<file path="config.mk">
export PLATFORM = sky130hd
export DESIGN_NAME = eriscv_rst_ctrl
export DESIGN_NICKNAME = d
export VERILOG_FILES = /design/src/rtl/eriscv_rst_ctrl_pkg.sv /design/src/rtl/eriscv_rst_sync.sv /design/src/rtl/eriscv_rst_ctrl.sv
export SDC_FILE = /design/constraint.sdc
export NUM_CORES = 1
export LEC_CHECK = 0
export ABC_AREA = 1
export CAP_MARGIN = 20
export CORE_MARGIN = 2
export CORE_UTILIZATION = 36
export CTS_CLUSTER_DIAMETER = 30
export DETAILED_ROUTE_END_ITERATION = 10
export GPL_TIMING_DRIVEN = 0
export RECOVER_POWER = 100
export SYNTH_ARGS = -nofsm -noshare
export SYNTH_HDL_FRONTEND = slang
export SYNTH_HIERARCHICAL = 1
export SYNTH_SLANG_ARGS = --single-unit
</file>
<file path="constraint.sdc">
create_clock -name clk -period 1.7 [get_ports clk]
set_clock_uncertainty 0.1 [all_clocks]
set_input_delay 0.425 -clock clk [delete_from_list [all_inputs] [get_ports clk]]
set_output_delay 0.425 -clock clk [all_outputs]
set_load 0.005 [all_outputs]
</file>
<file path="src/rtl/eriscv_rst_ctrl_pkg.sv">
// ---------------------------------------------------------------------------
// eriscv_rst_ctrl_pkg
//   Shared constants for the eriscv board-side reset sequencer:
//   - rst_ctrl_state_e : sequencer state codes (SYNC/HOLD/RUN/SOFT)
//   - RST_CAUSE_*      : encodings reported on rst_cause
//   - max_int          : elaboration-time helper for counter sizing
// ---------------------------------------------------------------------------
package eriscv_rst_ctrl_pkg;

   typedef enum logic [1:0] {
      RST_CTRL_SYNC = 2'd0,
      RST_CTRL_HOLD = 2'd1,
      RST_CTRL_RUN  = 2'd2,
      RST_CTRL_SOFT = 2'd3
   } rst_ctrl_state_e;

   localparam logic [1:0] RST_CAUSE_POR  = 2'b00;
   localparam logic [1:0] RST_CAUSE_SOFT = 2'b01;
   localparam logic [1:0] RST_CAUSE_WDT  = 2'b10;

   function automatic int max_int(input int a, input int b);
      return (a > b) ? a : b;
   endfunction

endpackage

</file>
<file path="src/rtl/eriscv_rst_sync.sv">
// ---------------------------------------------------------------------------
// eriscv_rst_sync
//   Reset-deassertion synchroniser. The chain is cleared asynchronously while
//   rst is low and shifts in ones after release, so sync_out rises on the
//   SYNC_STAGES-th clock edge after rst goes high.
// Ports:
//   clk      in  system clock
//   rst      in  raw reset, asynchronous, active-low
//   sync_out out synchronised "reset released" level
// ---------------------------------------------------------------------------
module eriscv_rst_sync #(
   parameter int SYNC_STAGES = 2
) (
   input  logic clk,
   input  logic rst,
   output logic sync_out
);

   logic [SYNC_STAGES-1:0] chain;

   always_ff @(posedge clk or negedge rst) begin
      if (!rst) begin
         chain <= '0;
      end else begin
         chain <= {chain[SYNC_STAGES-2:0], 1'b1};
      end
   end

   assign sync_out = chain[SYNC_STAGES-1];

endmodule

</file>
<file path="src/rtl/eriscv_rst_ctrl.sv">
// ---------------------------------------------------------------------------
// eriscv_rst_ctrl
//   Board-side reset sequencer for eriscv_min_sopc. Synchronises release of
//   the raw reset, stretches it by HOLD_CYCLES, then drives the active-high
//   core reset low. Also services a soft-reset request and, when the macro
//   ERISCV_WDT_EN is defined, a watchdog that forces a core reset.
// Ports:
//   clk           in  system clock
//   rst           in  raw reset, asynchronous, active-low
//   soft_rst_req  in  soft-reset request (level)
//   soft_rst_ack  out soft-reset acknowledge
//   wdt_kick      in  watchdog restart strobe (unused without ERISCV_WDT_EN)
//   core_rst      out core reset, 1 = asserted
//   rst_done      out one-cycle pulse on the cycle core_rst deasserts
//   rst_cause     out last reset cause: 00 power-on, 01 soft, 10 watchdog
// Handshake: soft_rst_req/soft_rst_ack are four-phase. req rises and is
//   held; ack rises on the edge that samples req high in RUN; ack stays high
//   until req is sampled low and falls on that edge; the core is released
//   only after the soft hold count is done with both req and ack low.
// Debug: the FSM state is held in 'state' (rst_ctrl_state_e).
// ---------------------------------------------------------------------------
module eriscv_rst_ctrl
   import eriscv_rst_ctrl_pkg::*;
#(
   parameter int SYNC_STAGES = 2,
   parameter int HOLD_CYCLES = 16,
   parameter int SOFT_CYCLES = 8,
   parameter int WDT_CYCLES  = 1024
) (
   input  logic       clk,
   input  logic       rst,
   input  logic       soft_rst_req,
   output logic       soft_rst_ack,
   input  logic       wdt_kick,
   output logic       core_rst,
   output logic       rst_done,
   output logic [1:0] rst_cause
);

   localparam int CNT_W = $clog2(max_int(HOLD_CYCLES, SOFT_CYCLES) + 1);
   localparam logic [CNT_W-1:0] HOLD_LAST = CNT_W'(HOLD_CYCLES - 1);
   localparam logic [CNT_W-1:0] SOFT_LAST = CNT_W'(SOFT_CYCLES - 1);

   rst_ctrl_state_e  state, state_d;
   logic [CNT_W-1:0] cnt, cnt_d;
   logic             core_rst_d, ack_d, done_d;
   logic [1:0]       cause_d;
   logic             sync_out;
   logic             wdt_expire;

   eriscv_rst_sync #(
      .SYNC_STAGES (SYNC_STAGES)
   ) u_sync (
      .clk      (clk),
      .rst      (rst),
      .sync_out (sync_out)
   );

`ifdef ERISCV_WDT_EN
   localparam int WDT_W = $clog2(WDT_CYCLES + 1);
   localparam logic [WDT_W-1:0] WDT_LAST = WDT_W'(WDT_CYCLES - 1);

   logic [WDT_W-1:0] wdt_cnt;

   // Held at zero outside RUN, so every entry to RUN starts a fresh timeout.
   always_ff @(posedge clk or negedge rst) begin
      if (!rst) begin
         wdt_cnt <= '0;
      end else if ((state != RST_CTRL_RUN) || wdt_kick) begin
         wdt_cnt <= '0;
      end else if (wdt_cnt != WDT_LAST) begin
         wdt_cnt <= wdt_cnt + WDT_W'(1);
      end
   end

   // A kick on the expiry cycle wins over the timeout.
   assign wdt_expire = (state == RST_CTRL_RUN) && (wdt_cnt == WDT_LAST) && !wdt_kick;
`else
   logic unused_wdt;
   assign unused_wdt = wdt_kick ^ (WDT_CYCLES == 0);
   assign wdt_expire = 1'b0;
`endif

   always_comb begin
      state_d    = state;
      cnt_d      = cnt;
      core_rst_d = core_rst;
      ack_d      = soft_rst_ack;
      done_d     = 1'b0;
      cause_d    = rst_cause;
      case (state)
         RST_CTRL_SYNC: begin
            core_rst_d = 1'b1;
            if (sync_out) begin
               state_d = RST_CTRL_HOLD;
               cnt_d   = '0;
            end
         end
         RST_CTRL_HOLD: begin
            if (cnt == HOLD_LAST) begin
               state_d    = RST_CTRL_RUN;
               core_rst_d = 1'b0;
               done_d     = 1'b1;
               cnt_d      = '0;
            end else begin
               cnt_d = cnt + CNT_W'(1);
            end
         end
         RST_CTRL_RUN: begin
            // Soft request has priority over a simultaneous watchdog expiry.
            if (soft_rst_req) begin
               state_d    = RST_CTRL_SOFT;
               core_rst_d = 1'b1;
               ack_d      = 1'b1;
               cause_d    = RST_CAUSE_SOFT;
               cnt_d      = '0;
            end else if (wdt_expire) begin
               state_d    = RST_CTRL_SOFT;
               core_rst_d = 1'b1;
               cause_d    = RST_CAUSE_WDT;
               cnt_d      = '0;
            end
         end
         RST_CTRL_SOFT: begin
            // ack can only fall here; a watchdog entry never raises it.
            ack_d = soft_rst_ack & soft_rst_req;
            if (cnt != SOFT_LAST) begin
               cnt_d = cnt + CNT_W'(1);
            end else if (!soft_rst_ack &&
                         ((rst_cause == RST_CAUSE_WDT) || !soft_rst_req)) begin
               state_d    = RST_CTRL_RUN;
               core_rst_d = 1'b0;
               done_d     = 1'b1;
               cnt_d      = '0;
            end
         end
         default: begin
            state_d = RST_CTRL_SYNC;
         end
      endcase
   end

   always_ff @(posedge clk or negedge rst) begin
      if (!rst) begin
         state        <= RST_CTRL_SYNC;
         cnt          <= '0;
         core_rst     <= 1'b1;
         soft_rst_ack <= 1'b0;
         rst_done     <= 1'b0;
         rst_cause    <= RST_CAUSE_POR;
      end else begin
         state        <= state_d;
         cnt          <= cnt_d;
         core_rst     <= core_rst_d;
         soft_rst_ack <= ack_d;
         rst_done     <= done_d;
         rst_cause    <= cause_d;
      end
   end

endmodule
</file>
## After elaboration in Yosys (flattened, before gate mapping)

Cells that the tools add are included.

- Bits in registers: 13
- Bits of input ports: 4
- Word-level logic and storage cells: 52

- Add/sub/neg operators: 1
- Equal/unequal tests: 11
- Mux-type cells: 22
- Bitwise logic cells: 1
- Reduce and logical (&&, ||, !) cells: 10

Operators by type and width:

| operator | count |
|---|---|
| two-way mux 5 bit | 5 |
| case mux 5 bit (4 select lines) | 1 |
| two-way mux 2 bit | 5 |
| != test 2 bit, second input constant | 4 |
| case mux 2 bit (4 select lines) | 1 |
| two-way mux 1 bit | 7 |
| adder 5 x 1 -> 5 bit, second input constant | 1 |
| == test 5 x 4 -> 1 bit, second input constant | 1 |
| != test 5 x 3 -> 1 bit, second input constant | 1 |
| AND reduction 5 bit | 1 |
| == test 2 bit, second input constant | 2 |
| case mux 1 bit (2 select lines) | 2 |
| case mux 1 bit (4 select lines) | 1 |
| AND reduction 2 bit | 2 |
| AND reduction 4 bit | 1 |
| != test 3 bit, second input constant | 1 |
| AND reduction 3 bit | 1 |
| == test 2 x 1 -> 1 bit, second input constant | 1 |
| logical NOT 1 bit | 2 |
| logical NOT 2 bit | 1 |
| != test 2 x 1 -> 1 bit, second input constant | 1 |
| nonzero test 2 bit | 1 |
| AND 1 bit | 1 |
| logical AND 1 bit | 1 |

## Longest topological paths before layout

- Depth in word-level cells: 5
- Depth in mapped cells: 9

## Cells and area by module

The synthesis kept the hierarchy.

By module, submodules not included:

| module | instances | cells each | area each (um2) | seq. area each (um2) |
|---|---|---|---|---|
| eriscv_rst_ctrl | 1 | 87 | 648.1 | 276.5 |
| eriscv_rst_sync | 1 | 3 | 53.8 | 50.0 |

## Worst setup path before layout

Ideal clock, no wire load.

- Path kind: register to register
- Start point: register cnt[0]
- End point: register cnt[3]
- Library setup time: 0.065 ns
- Arrival time: 1.349 ns
- Setup slack: 0.186 ns
- Cell stages (with the launch flop): 10
- Clock period less this slack: 1.514 ns
- Cells stage by stage: dfrtp_1 -> ha_1 -> nand2_1 -> nor2_1 -> ha_1 -> o21ai_2 -> nand2_1 -> inv_1 -> nand2_1 -> nand2_1

- Longest elaborated chain between the ends: 3

Ends and longest elaborated chain:

| item | RTL line | text |
|---|---|---|
| start, declared | eriscv_rst_ctrl.sv:45 | `logic [CNT_W-1:0] cnt, cnt_d;` |
| start signal, assigned | eriscv_rst_ctrl.sv:153 | `cnt <= cnt_d;` |
| adder 5 x 1 -> 5 bit (tied with other cells) | eriscv_rst_ctrl.sv:106, eriscv_rst_ctrl.sv:128 |  |
| two-way mux 5 bit (tied with other cells) | eriscv_rst_ctrl.sv:127 | `if (cnt != SOFT_LAST) begin` |
| case mux 5 bit (4 select lines) or AND reduction 3 bit (tied branches) | - |  |

Parallel ways exist; a longest one is shown, timed or not.
A chain may end at the register's enable or synchronous reset.

## Worst setup path after layout

- Start point: register rst_cause[0]
- End point: output port rst_cause[0]

RTL lines:

| item | RTL line | text |
|---|---|---|
| start, declared | eriscv_rst_ctrl.sv:37 | `output logic [1:0] rst_cause` |
| start signal, assigned | eriscv_rst_ctrl.sv:157 | `rst_cause <= cause_d;` |

No word-level cell between the ends.

==> impl_metrics.env <==
export IMPL_cts_root_buf="sky130_fd_sc_hd__clkbuf_4"
export IMPL_count_of_inserted_antenna_diode_cells=0
export IMPL_cts_htree_levels=1
export IMPL_synth_compound_area_share_pct=6.595
export IMPL_grt_usage_pct=13.64
export IMPL_synth_seq_cells=13
export IMPL_fp_row_count=15
export IMPL_setup_worst_path_start_class="register"
export IMPL_wl_per_cell_um=9.890
export IMPL_outcome="complete, no violations"
export IMPL_vias=551
export IMPL_post_synthesis_cell_area_um2=701.9
export IMPL_clk_path_buf_depth=2
export IMPL_core_mm2=0.001783
export IMPL_rsz_0062_raised_after_global_routing="no"
export IMPL_slew_headroom_pct=60.05
export IMPL_dp_hpwl_um=932.8
export IMPL_top_level_ports=9
export IMPL_global_route_wire_length_before_repair_um=2118
export IMPL_cts_sinks=13
export IMPL_setup_worst_path_class="register to output pin"
export IMPL_post_route_drc_count=0
export IMPL_synthXorXnorAreaFrac_pct=0
export IMPL_synth_mux_area_fraction_pct=0
export IMPL_slew_violations=0
export IMPL_finalWirelength_um=1256
export IMPL_ir_drop_mv=0.7237
export IMPL_crit_fanout=2
export IMPL_endpoint_kind="output pin"
export IMPL_die_x_um=48.16
export IMPL_synth_simple_area_share_pct=31.37
export IMPL_required_ps=1170
export IMPL_timing_critical_path_slowest_stage_cell="sky130_fd_sc_hd__clkdlybuf4s50_1"
export IMPL_synth_avg_cell_area_um2=7.799
export IMPL_synthesis_nets=97
export IMPL_max_cap_violations=0
export IMPL_initial_standard_cell_utilization_of_the_core_pct=39.37
export IMPL_placement_cell_area_um2=793.3
export IMPL_fin_crit_ps=1639
export IMPL_ys_seq_area_share_pct=46.52
export IMPL_timing_worst_slew_pin_value_ps=597.3
export IMPL_final_layout_size_suffix_gt1_share_pct=20.59
export IMPL_critical_path_top_delay_family="buffers and inverters"
export IMPL_gpl_final_weighted_congestion=0.8183
export IMPL_design_area_um2=850.8
export IMPL_totalNegativeSetupSlack_ps=0
export IMPL_synth_warnings=6
export IMPL_cells_along_the_critical_path="clkdlybuf4s50_1"
export IMPL_cp_arrival_ps=1110
export IMPL_post_synth_inst_count=90
export IMPL_grt_max_degree=14
export IMPL_route_antenna_remaining_nets=0
export IMPL_viasPerCell=4.339
export IMPL_area_delta_synth_final_pct=21.21
export IMPL_synth_fa_ha_area_share_pct=5.348
export IMPL_powerDensity_mw_per_mm2=1576
export IMPL_final_net_count=110
export IMPL_clk_transition_reported_paths_ps=80
export IMPL_worst_path_buf_inv=1
export IMPL_antenna_found_initial=0
export IMPL_fmax_mhz=610.1
export IMPL_chipHeight_um=48.16
export IMPL_cts_inserted_buffers=3
export IMPL_clock_latency_ps=280
export IMPL_final_min_period_over_clock_period_pct=96.41
export IMPL_hold_class="register to register"
export IMPL_buffer_ports_inserted=6
export IMPL_yosysUniqueCellTypes=22
export IMPL_grt_overflow=0
export IMPL_worst_path_largest_cell_delay_ps=500
export IMPL_timing_final_hold_violations=0
export IMPL_dominant_combinational_cell_family_by_area_after_synthesis="simple AND/OR/NAND/NOR gates"
export IMPL_n_fill_cell=181
export IMPL_first_global_vias=495
export IMPL_cts_tree="yes"
export IMPL_timing_final_setup_violations=0
export IMPL_power_static_leakage_nw=0.4384
export IMPL_drtIter0Drc=7
export IMPL_detail_route_first_pass_iterations=4
export IMPL_die_area_mm2=0.002319
-- cells by family (layout without fill, tap and decap cells) --
logic type / after synthesis / count (layout)
buffers and inverters: 15 / 27
adder cells (fa/ha/maj): 3 / 3
other: 2 / 2
flip-flops: 13 / 13
AO/OA/AOI/OAI: 7 / 7
AND/OR/NAND/NOR: 50 / 50
-- layout by cell type, fill, tap and decap left out, types with 2 or more instances in the layout --
| cell type | count |
|---|---|
| sky130_fd_sc_hd__nand2_1 | 27 |
| sky130_fd_sc_hd__dfrtp_1 | 12 |
| sky130_fd_sc_hd__inv_1 | 10 |
| sky130_fd_sc_hd__nor2_1 | 10 |
| sky130_fd_sc_hd__nand2_2 | 4 |
| sky130_fd_sc_hd__buf_4 | 4 |
| sky130_fd_sc_hd__nand3_1 | 4 |
| sky130_fd_sc_hd__inv_2 | 3 |
| sky130_fd_sc_hd__clkbuf_4 | 3 |
| sky130_fd_sc_hd__nor2_2 | 2 |
| sky130_fd_sc_hd__o21ai_0 | 2 |
| sky130_fd_sc_hd__ha_1 | 2 |
| sky130_fd_sc_hd__conb_1 | 2 |
| sky130_fd_sc_hd__dlygate4sd3_1 | 2 |
| sky130_fd_sc_hd__clkdlybuf4s50_1 | 2 |
-- Yosys cell counts, drive strengths merged --
library cell / count / area share [%]
dfstp: 1 / 3.7
conb: 2 / 1.1
o21ai: 3 / 2.7
a21oi: 1 / 0.71
ha: 3 / 5.3
nand2: 32 / 19
buf: 2 / 2.1
nor2: 13 / 8.4
nand3: 4 / 2.9
a22oi: 1 / 1.1
o21bai: 1 / 1.1
nand4: 1 / 0.89
dfrtp: 12 / 43
inv: 13 / 7.0
o211ai: 1 / 1.1
-- final timing paths --
path | start | end | slack [ps] | depth (start not counted)
setup / recovery | rst_cause[0] | rst_cause[0] | 60 | 1
hold / removal | u_sync/chain[0] | u_sync/chain[1] | 250 | 0
setup reg to reg | cnt[0] | cnt[3] | 140 | 9
hold reg to reg | u_sync/chain[0] | u_sync/chain[1] | 250 | 0
max in group asynchronous | rst | state[0] | 630 | 1
min in group asynchronous | rst | cnt[4] | 490 | 1
-- flip-flops by register name, indices dropped and copies added, names as in the netlist --
register / count
u_sync/chain: 2
state: 2
soft_rst_ack: 1
rst_done: 1
core_rst: 1
rst_cause: 1
cnt: 5
-- what timing repair did --
item	4_1_cts	5_1_grt
resized for setup	1	6
endpoints found under the hold margin	0	0
hold buffers	0	0
setup buffers	1	1
setup endpoints to repair	2	8
-- final cells by class --
class / instances / area [µm²] / area share [%]
Buffer: 2 / 15.01 / 1.765
Clock buffer: 4 / 26.28 / 3.088
Inverter: 13 / 48.80 / 5.735
Multi-Input combinational cell: 62 / 329.1 / 38.68
Sequential cell: 13 / 326.6 / 38.38
Tap cell: 25 / 31.28 / 3.676
Timing Repair Buffer: 8 / 73.82 / 8.676
-- where the power goes --
group | internal [W] | total (W) | switching (W)
Clock | 0.0000910 | 0.000194 | 0.000103
Combinational | 0.000272 | 0.000633 | 0.000360
Sequential | 0.000419 | 0.000514 | 0.0000950
Total | 0.000782 | 0.00134 | 0.000558
-- through the flow --
step	utilization, %	total power, W	cells	hold slack [ps]	setup WS [ps]
5_1_grt	47.72	0.001481	127	262.2	9.148
3_3_place_gp	44.49	0.001090	121	234.7	59.73
6_report	47.72	0.001341	127	253.8	60.95
3_5_place_dp	44.49	0.001106	121	240.3	53.19
4_1_cts	46.32	0.001309	126	258.5	37.45
2_1_floorplan	-	0.0009463	90	29.41	186.2
-- metal layers --
layer | part of all wire [%] | routed length (µm) | vias up | global-route usage, %
li1 | - | - | 294 | -
met1 | 52 | 659 | 246 | 20.00
met2 | 42 | 532 | 8 | 17.89
met3 | 3.2 | 40 | 3 | 3.333
met4 | 1.8 | 23 | 0 | 8.108
met5 | 0 | 0 | - | 0
No activity file was read; power rests on OpenSTA's default activity.
